### config.mk
export PLATFORM = sky130hd
export DESIGN_NAME = ex_mem_stage
export DESIGN_NICKNAME = d
export VERILOG_FILES = /design/src/rtl/ex_mem_stage_pkg.sv /design/src/rtl/ex_mem_stage_sat_counter.sv /design/src/rtl/ex_mem_stage.sv
export SDC_FILE = /design/constraint.sdc
export NUM_CORES = 1
export LEC_CHECK = 0
export BUFFER_PORTS_ARGS = -buffer_cell sky130_fd_sc_hd__buf_2
export CAP_MARGIN = 10
export CORE_MARGIN = 8
export CORE_UTILIZATION = 47
export DETAILED_ROUTE_END_ITERATION = 10
export PLACE_DENSITY = 0.8
export SLEW_MARGIN = 20
export SYNTH_ARGS = -nofsm -noshare
export SYNTH_HDL_FRONTEND = slang
export SYNTH_HIERARCHICAL = 1
export SYNTH_SLANG_ARGS = --single-unit
### constraint.sdc
create_clock -name clk -period 2.2 [get_ports clk]
set_input_delay 0.22 -clock clk [delete_from_list [all_inputs] [get_ports clk]]
set_output_delay 0.22 -clock clk [all_outputs]
set_load 0.005 [all_outputs]
### src/rtl/ex_mem_stage_pkg.sv
// Shared types and constants for the EX->MEM pipeline register.
package ex_mem_stage_pkg;

    typedef enum logic {
        ST_RUN       = 1'b0,
        ST_TRAP_WAIT = 1'b1
    } state_e;

    localparam logic [4:0] EXC_OV = 5'h0C;

    localparam logic [1:0] WB_ALU = 2'd0;
    localparam logic [1:0] WB_MEM = 2'd1;
    localparam logic [1:0] WB_PC  = 2'd2;

endpackage

### src/rtl/ex_mem_stage_sat_counter.sv
// Saturating event counter; freezes while hold is high.
module sat_counter #(
    parameter int W = 8
) (
    input  logic         clk,
    input  logic         rst_n,
    input  logic         inc,
    input  logic         hold,
    output logic [W-1:0] count
);

    always_ff @(posedge clk or negedge rst_n) begin
        if (!rst_n) begin
            count <= '0;
        end else if (!hold && inc && (count != {W{1'b1}})) begin
            count <= count + W'(1);
        end
    end

endmodule

### src/rtl/ex_mem_stage.sv
// EX->MEM pipeline register with precise overflow trap,
// squash window until the exception controller acknowledges.
module ex_mem_stage
    import ex_mem_stage_pkg::*;
#(
    parameter int DATA_W  = 32,
    parameter int RADDR_W = 5,
    parameter int CNT_W   = 8
) (
    input  logic               clk,
    input  logic               reset,
    input  logic               ex_valid,
    input  logic [DATA_W-1:0]  ex_pc,
    input  logic [DATA_W-1:0]  ex_alu_r,
    input  logic               ex_z,
    input  logic               ex_v,
    input  logic               ex_n,
    input  logic               ex_trap_ov,
    input  logic [DATA_W-1:0]  ex_st_data,
    input  logic [RADDR_W-1:0] ex_rd,
    input  logic               ex_reg_write,
    input  logic               ex_mem_read,
    input  logic               ex_mem_write,
    input  logic [1:0]         ex_mem_to_reg,
    input  logic               mem_stall,
    input  logic               flush,
    input  logic               exc_ack,
    output logic               mem_valid,
    output logic [DATA_W-1:0]  mem_pc,
    output logic [DATA_W-1:0]  mem_alu_r,
    output logic [DATA_W-1:0]  mem_st_data,
    output logic               mem_z,
    output logic               mem_v,
    output logic               mem_n,
    output logic [RADDR_W-1:0] mem_rd,
    output logic               mem_reg_write,
    output logic               mem_mem_read,
    output logic               mem_mem_write,
    output logic [1:0]         mem_mem_to_reg,
    output logic               exc_req,
    output logic [DATA_W-1:0]  exc_epc,
    output logic [CNT_W-1:0]   ov_count
);

    state_e state_q, state_d;

    logic accept;
    logic trap_hit;
    logic pass;
    logic valid_q, rw_q, mr_q, mw_q;
    logic req_q;

    assign accept   = !mem_stall;
    assign trap_hit = accept && !flush && (state_q == ST_RUN)
                    && ex_valid && ex_trap_ov && ex_v;
    assign pass     = (state_q == ST_RUN) && !trap_hit && !flush;

    // Flush never moves the FSM; only a trap or an ack does.
    always_comb begin
        state_d = state_q;
        if (accept) begin
            unique case (state_q)
                ST_RUN:       if (trap_hit) state_d = ST_TRAP_WAIT;
                ST_TRAP_WAIT: if (exc_ack)  state_d = ST_RUN;
                default:      state_d = ST_RUN;
            endcase
        end
    end

    always_ff @(posedge clk or negedge reset) begin
        if (!reset) begin
            state_q <= ST_RUN;
        end else begin
            state_q <= state_d;
        end
    end

    // Flush clears the enables even when MEM is stalled.
    always_ff @(posedge clk or negedge reset) begin
        if (!reset) begin
            valid_q <= 1'b0;
            rw_q    <= 1'b0;
            mr_q    <= 1'b0;
            mw_q    <= 1'b0;
        end else if (flush) begin
            valid_q <= 1'b0;
            rw_q    <= 1'b0;
            mr_q    <= 1'b0;
            mw_q    <= 1'b0;
        end else if (accept) begin
            valid_q <= pass && ex_valid;
            rw_q    <= pass && ex_valid && ex_reg_write;
            mr_q    <= pass && ex_valid && ex_mem_read;
            mw_q    <= pass && ex_valid && ex_mem_write;
        end
    end

    always_ff @(posedge clk or negedge reset) begin
        if (!reset) begin
            mem_pc         <= '0;
            mem_alu_r      <= '0;
            mem_st_data    <= '0;
            mem_z          <= 1'b0;
            mem_v          <= 1'b0;
            mem_n          <= 1'b0;
            mem_rd         <= '0;
            mem_mem_to_reg <= WB_ALU;
        end else if (accept) begin
            mem_pc         <= ex_pc;
            mem_alu_r      <= ex_alu_r;
            mem_st_data    <= ex_st_data;
            mem_z          <= ex_z;
            mem_v          <= ex_v;
            mem_n          <= ex_n;
            mem_rd         <= ex_rd;
            mem_mem_to_reg <= ex_mem_to_reg;
        end
    end

    // A request caught by a stall is held and shown once MEM frees up.
    always_ff @(posedge clk or negedge reset) begin
        if (!reset) begin
            req_q   <= 1'b0;
            exc_epc <= '0;
        end else if (accept) begin
            req_q <= trap_hit;
            if (trap_hit) exc_epc <= ex_pc;
        end
    end

    sat_counter #(.W(CNT_W)) u_ov_cnt (
        .clk   (clk),
        .rst_n (reset),
        .inc   (trap_hit),
        .hold  (mem_stall),
        .count (ov_count)
    );

    assign mem_valid     = valid_q;
    assign mem_reg_write = rw_q && valid_q;
    assign mem_mem_read  = mr_q && valid_q;
    assign mem_mem_write = mw_q && valid_q;
    assign exc_req       = req_q && !mem_stall;

endmodule

### Word level (Yosys, flattened, before mapping)

Index checks and enable logic that the tools add are counted.

| storage, ports and cells | value |
|---|---|
| bits in registers | 152 |
| input bits | 116 |
| output and inout bits | 151 |
| word-level logic and storage cells | 53 |

| cells by class | value |
|---|---|
| $add $sub $neg | 1 |
| equality and inequality tests | 2 |
| muxes and demuxes | 11 |
| bitwise logic cells | 2 |
| reductions and logical operators | 21 |

Operators with widths:

| kind | number |
|---|---|
| $logic_and A1 B1 Y1 | 17 |
| $mux W1 | 10 |
| $add A8 B1 Y8 const B | 1 |
| $ne A8 B8 Y1 const B | 1 |
| $logic_not A1 Y1 | 3 |
| $ne A2 B1 Y1 const B | 1 |
| $not A1 Y1 | 2 |
| $pmux W1 S2 | 1 |
| $reduce_and A2 Y1 | 1 |

### Depth between registers and ports, before layout

| depth | value |
|---|---|
| depth in word-level cells | 13 |
| depth in mapped cells | 6 |
| depth with buffers taken out | 5 |

### Cells and area by module

The synthesis kept the hierarchy.

By module, submodules not included:

| module | instances | cells each | area each (um^2) | sequential area each (um^2) |
|---|---|---|---|---|
| ex_mem_stage | 1 | 314 | 5,376.4 | 3,603.5 |
| sat_counter | 1 | 34 | 402.9 | 200.2 |

### Worst setup path before layout

Ideal clock, no wire load.

| path | value |
|---|---|
| path kind | register to register |
| from | register state_q |
| to | register u_ov_cnt.count[6] |
| library setup time | 125 ps |
| arrival | 1,775 ps |
| data required time | 2,075 ps |
| path slack | 300 ps |
| stages on the path, launching flop included | 7 |
| buffers on the path | 1 |
| clock period less this slack | 1,900 ps |
| cell sequence | dfrtp_1 > or4b_4 > nor2_8 > buf_6 > and4b_1 > nand4_1 > mux2_2 |

| on the way | value |
|---|---|
| cells in the longest elaborated chain, start to end | 7 |

RTL lines:

| item | RTL line | RTL |
|---|---|---|
| start, declared | ex_mem_stage.sv:45 | `state_e state_q, state_d;` |
| start signal, assigned | ex_mem_stage.sv:74 | `state_q <= state_d;` |
| $not A1 Y1 | ex_mem_stage.sv:54 | `assign trap_hit = accept && !flush && (state_q == ST_RUN)` |
| $logic_and A1 B1 Y1 | ex_mem_stage.sv:54 |  |
| $logic_and A1 B1 Y1 (3 in series) | ex_mem_stage.sv:55 | `&& ex_valid && ex_trap_ov && ex_v;` |
| via trap_hit | ex_mem_stage.sv:48 | `logic trap_hit;` |
| $logic_and A1 B1 Y1 (2 in series) | ex_mem_stage_sat_counter.sv:15 | `end else if (!hold && inc && (count != {W{1'b1}})) begin` |
| end signal, assigned | ex_mem_stage_sat_counter.sv:16 | `count <= count + W'(1);` |
| end, declared | ex_mem_stage_sat_counter.sv:9 | `output logic [W-1:0] count` |

The timed path passes the listed nets, and every way through them passes these cells.
A chain may end at the register's enable or synchronous reset.

### Worst setup path after layout

| path | value |
|---|---|
| from | register state_q |
| to | register exc_epc[2] |

| on the way | value |
|---|---|
| cells in the longest elaborated chain, start to end | 6 |

RTL lines:

| item | RTL line | RTL |
|---|---|---|
| $not A1 Y1 | ex_mem_stage.sv:54 |  |
| $logic_and A1 B1 Y1 | ex_mem_stage.sv:54 |  |
| $logic_and A1 B1 Y1 (3 in series) | ex_mem_stage.sv:55 |  |
| $reduce_and A2 Y1 (no line) | - |  |
| end signal, assigned | ex_mem_stage.sv:127 | `if (trap_hit) exc_epc <= ex_pc;` |
| end, declared | ex_mem_stage.sv:41 | `output logic [DATA_W-1:0] exc_epc,` |

Every way passes these cells.

==> flow_summary.ini <==
[global_route]
grt_pass1_wl_mm = 23.1
grt_pass1_vias = 4385
grt-ovfl-total = 0
antenna_found_initial = 0
grt_usage_pct = 18.5
grt_max_degree = 60

[route]
viasPerCell = 4.97
wl_mm = 14.7
drt_iter0_markers = 140
firstDrtPassIters = 4
wire_per_inst_um = 18.7
route.vias.total = 3907
drc = 0
antenna_left = 0

[worst_setup_path]
cp_max_fo = 17
endpoint_kind = flop
cp_cell_sequence = or4b_4, nor2_8, buf_4, mux2_2
critPathLaunchType = flop
cp.required_ns = 2.50
r2r-end = exc_epc[2]
critPathSlowestCell = or4b_4
worst_r2r_path_depth = 4
path_delay_family = simple AND/OR/NAND/NOR gates
arrival_ns = 2.11
timing.reg2reg.setup_slack_ns = 0.39
max_stage_delay_ns = 0.53
r2r_start = state_q
path_buf_inv = 1
crit_type = reg2reg

[synthesis]
netlist_instances = 348
syn-num-nets = 465
async_flop_share_pct = 100
synth_seq_cells = 152
synthesis.area_sq_um = 5780
ys_top_cells_by_count = dfrtp_1, mux2_2, mux2_1
synth_edf_count = 0
syn_area_per_cell_sq_um = 16.6
ys_types = 26
netlist_top_cells_area = dfrtp_1, mux2_2, mux2_1, buf_2, xnor2_1
yosys.area.top_type = dfrtp_1
synth_most_common_cell = dfrtp_1
synth_top_area_share_pct = 65.8
ys_warn_count = 6
synth_ff_type = dfrtp_1
synth_seq_area_share_pct = 65.8

[cts]
cts.sinks = 152
cts_repair_resize_count = 0
htree_levels = 4
cts-root-buf = clkbuf_16
path_clk_slew_ns = 0.06
cts_made_buffers = 17
clockBufferDepth = 2
worstSkewPairLatency_ns = 0.41
cts_tree = built

[finish]
syn2layout_area_growth_pct = 38.1
fin_util_pct = 66.4
antenna_cells = 0
fill_cells = 890
drive_above_1_share_pct = 65.6
post-route-cell-area_sq_um = 7980
nets = 743

[timing]
hold_violations = 0
max_slew.worst_pin.slew_ns = 0.712
min_period_ns = 1.81
rsz0062_at_grt = no
worst_slack_ns = 0.391
min_period_over_period_pct = 82.2
setup_tns_ns = 0
hold_slack_ns = 0.0334
skew_ns = 0.00313
max-slew-margin-rel_pct = 52.6
maxSlewViolCount = 0
fmax_ghz = 0.553
finalSetupViolCount = 0

[power]
power_density_nw_per_um2 = 963
leakagePower_nw = 4.00
vdd_drop_max_mv = 0.542

[hold_path]
hp-start = ex_reg_write
min_path_cells = 2
hp-class = in2reg
min_to = rw_q

[place]
pre_cts_ws_ns = 0.361
placed_area_sq_um = 7290
numPortBuffers = 266
gp_congestion = 0.760
hpwl_mm = 11.3

[die]
die_y_um = 127
die_w_um = 127
ioPinCount = 267
core_area_sq_um = 12000
dieArea_sq_um = 16100
num_rows = 40
initial_core_util_pct = 48.1

[status]
status = finished clean

[job]
maxCapViolCount = 0
[where the power goes]
part           switching, W  total [W]  internal, W  leakage, nW
combinational      0.000465    0.00105     0.000587         1.85
clock               0.00110    0.00328      0.00218        0.322
sequential         0.000188    0.00335      0.00316         1.82
[cell type report]
| type | count | area (sq um) | share of cell area, % |
|---|---|---|---|
| clock buffers | 20 | 457 | 5.72 |
| clock inverters | 12 | 221 | 2.78 |
| inverters | 2 | 7.51 | 0.0941 |
| multi-input cells | 179 | 1880 | 23.5 |
| flip-flops and latches | 152 | 3800 | 47.7 |
| well taps | 147 | 184 | 2.31 |
| repair buffers | 274 | 1430 | 17.9 |
[placed cells by master, fill, tap and decap left out]
cell	synthesis	final
a21o_1	2	2
a21oi_1	3	3
a22o_1	3	3
and2_1	3	3
and3_1	1	1
and4_1	1	1
and4b_1	2	2
buf_12	0	2
buf_2	9	264
buf_4	0	6
buf_6	3	1
bufinv_16	0	6
clkbuf_1	3	1
clkbuf_16	0	17
clkbuf_8	0	2
clkinv_2	0	2
clkinv_4	0	1
clkinvlp_4	0	3
dfrtp_1	152	152
dlygate4sd3_1	0	1
ha_1	1	1
inv_1	2	2
mux2_1	29	29
mux2_2	111	111
nand2_1	3	3
nand3_1	1	1
nand4_1	2	2
nand4_2	1	1
nor2_8	1	1
nor2b_1	3	3
o211ai_1	3	3
o21ai_0	2	2
o21ai_2	1	1
or4b_4	1	1
xnor2_1	5	5
[how the worst max path moves through the flow]
stage | start | end | slack (ns) | cells past startpoint
6_report | state_q | exc_epc[2] | 0.39 | 4
5_1_grt | state_q | u_ov_cnt/count[6] | 0.31 | 5
4_1_cts | state_q | exc_epc[2] | 0.39 | 4
3_5_place_dp | mem_stall | exc_epc[2] | 0.36 | 5
3_3_place_gp | mem_stall | exc_epc[31] | 0.41 | 5
2_1_floorplan | state_q | u_ov_cnt/count[6] | 0.30 | 6
[metal layers]
metal	part of all wire, %	wire length (um)	track usage (%)	vias to the layer above
met5	0	0	0	-
met4	1.5	227	7.21	0
met3	12	1770	10.2	18
met2	50	7330	31.1	182
met1	37	5400	18.8	1910
li1	-	-	-	1797
[stage by stage]
step / instances / power [W]
6_report: 786 / 0.00768
2_1_floorplan: 348 / 0.00378
3_5_place_dp: 753 / 0.00448
3_3_place_gp: 753 / 0.00442
4_1_cts: 786 / 0.00779
5_1_grt: 786 / 0.00801
[cells by family after synthesis]
logic type | count (synthesis) | share of synthesized area [%]
fa+ha+maj | 1 | 0.216
simple gates | 19 | 2.55
mux | 140 | 27.3
buf+inv | 17 | 1.69
xor+xnor | 5 | 0.758
flops | 152 | 65.8
compound gates | 14 | 1.69
[timing repair]
| action | CTS | global route |
|---|---|---|
| endpoints found under the hold margin | 42 | 0 |
| hold buffers | 1 | 0 |
| setup endpoints to repair | 0 | 0 |
| setup buffers | 0 | 0 |
No activity file was read; power rests on OpenSTA's default activity.
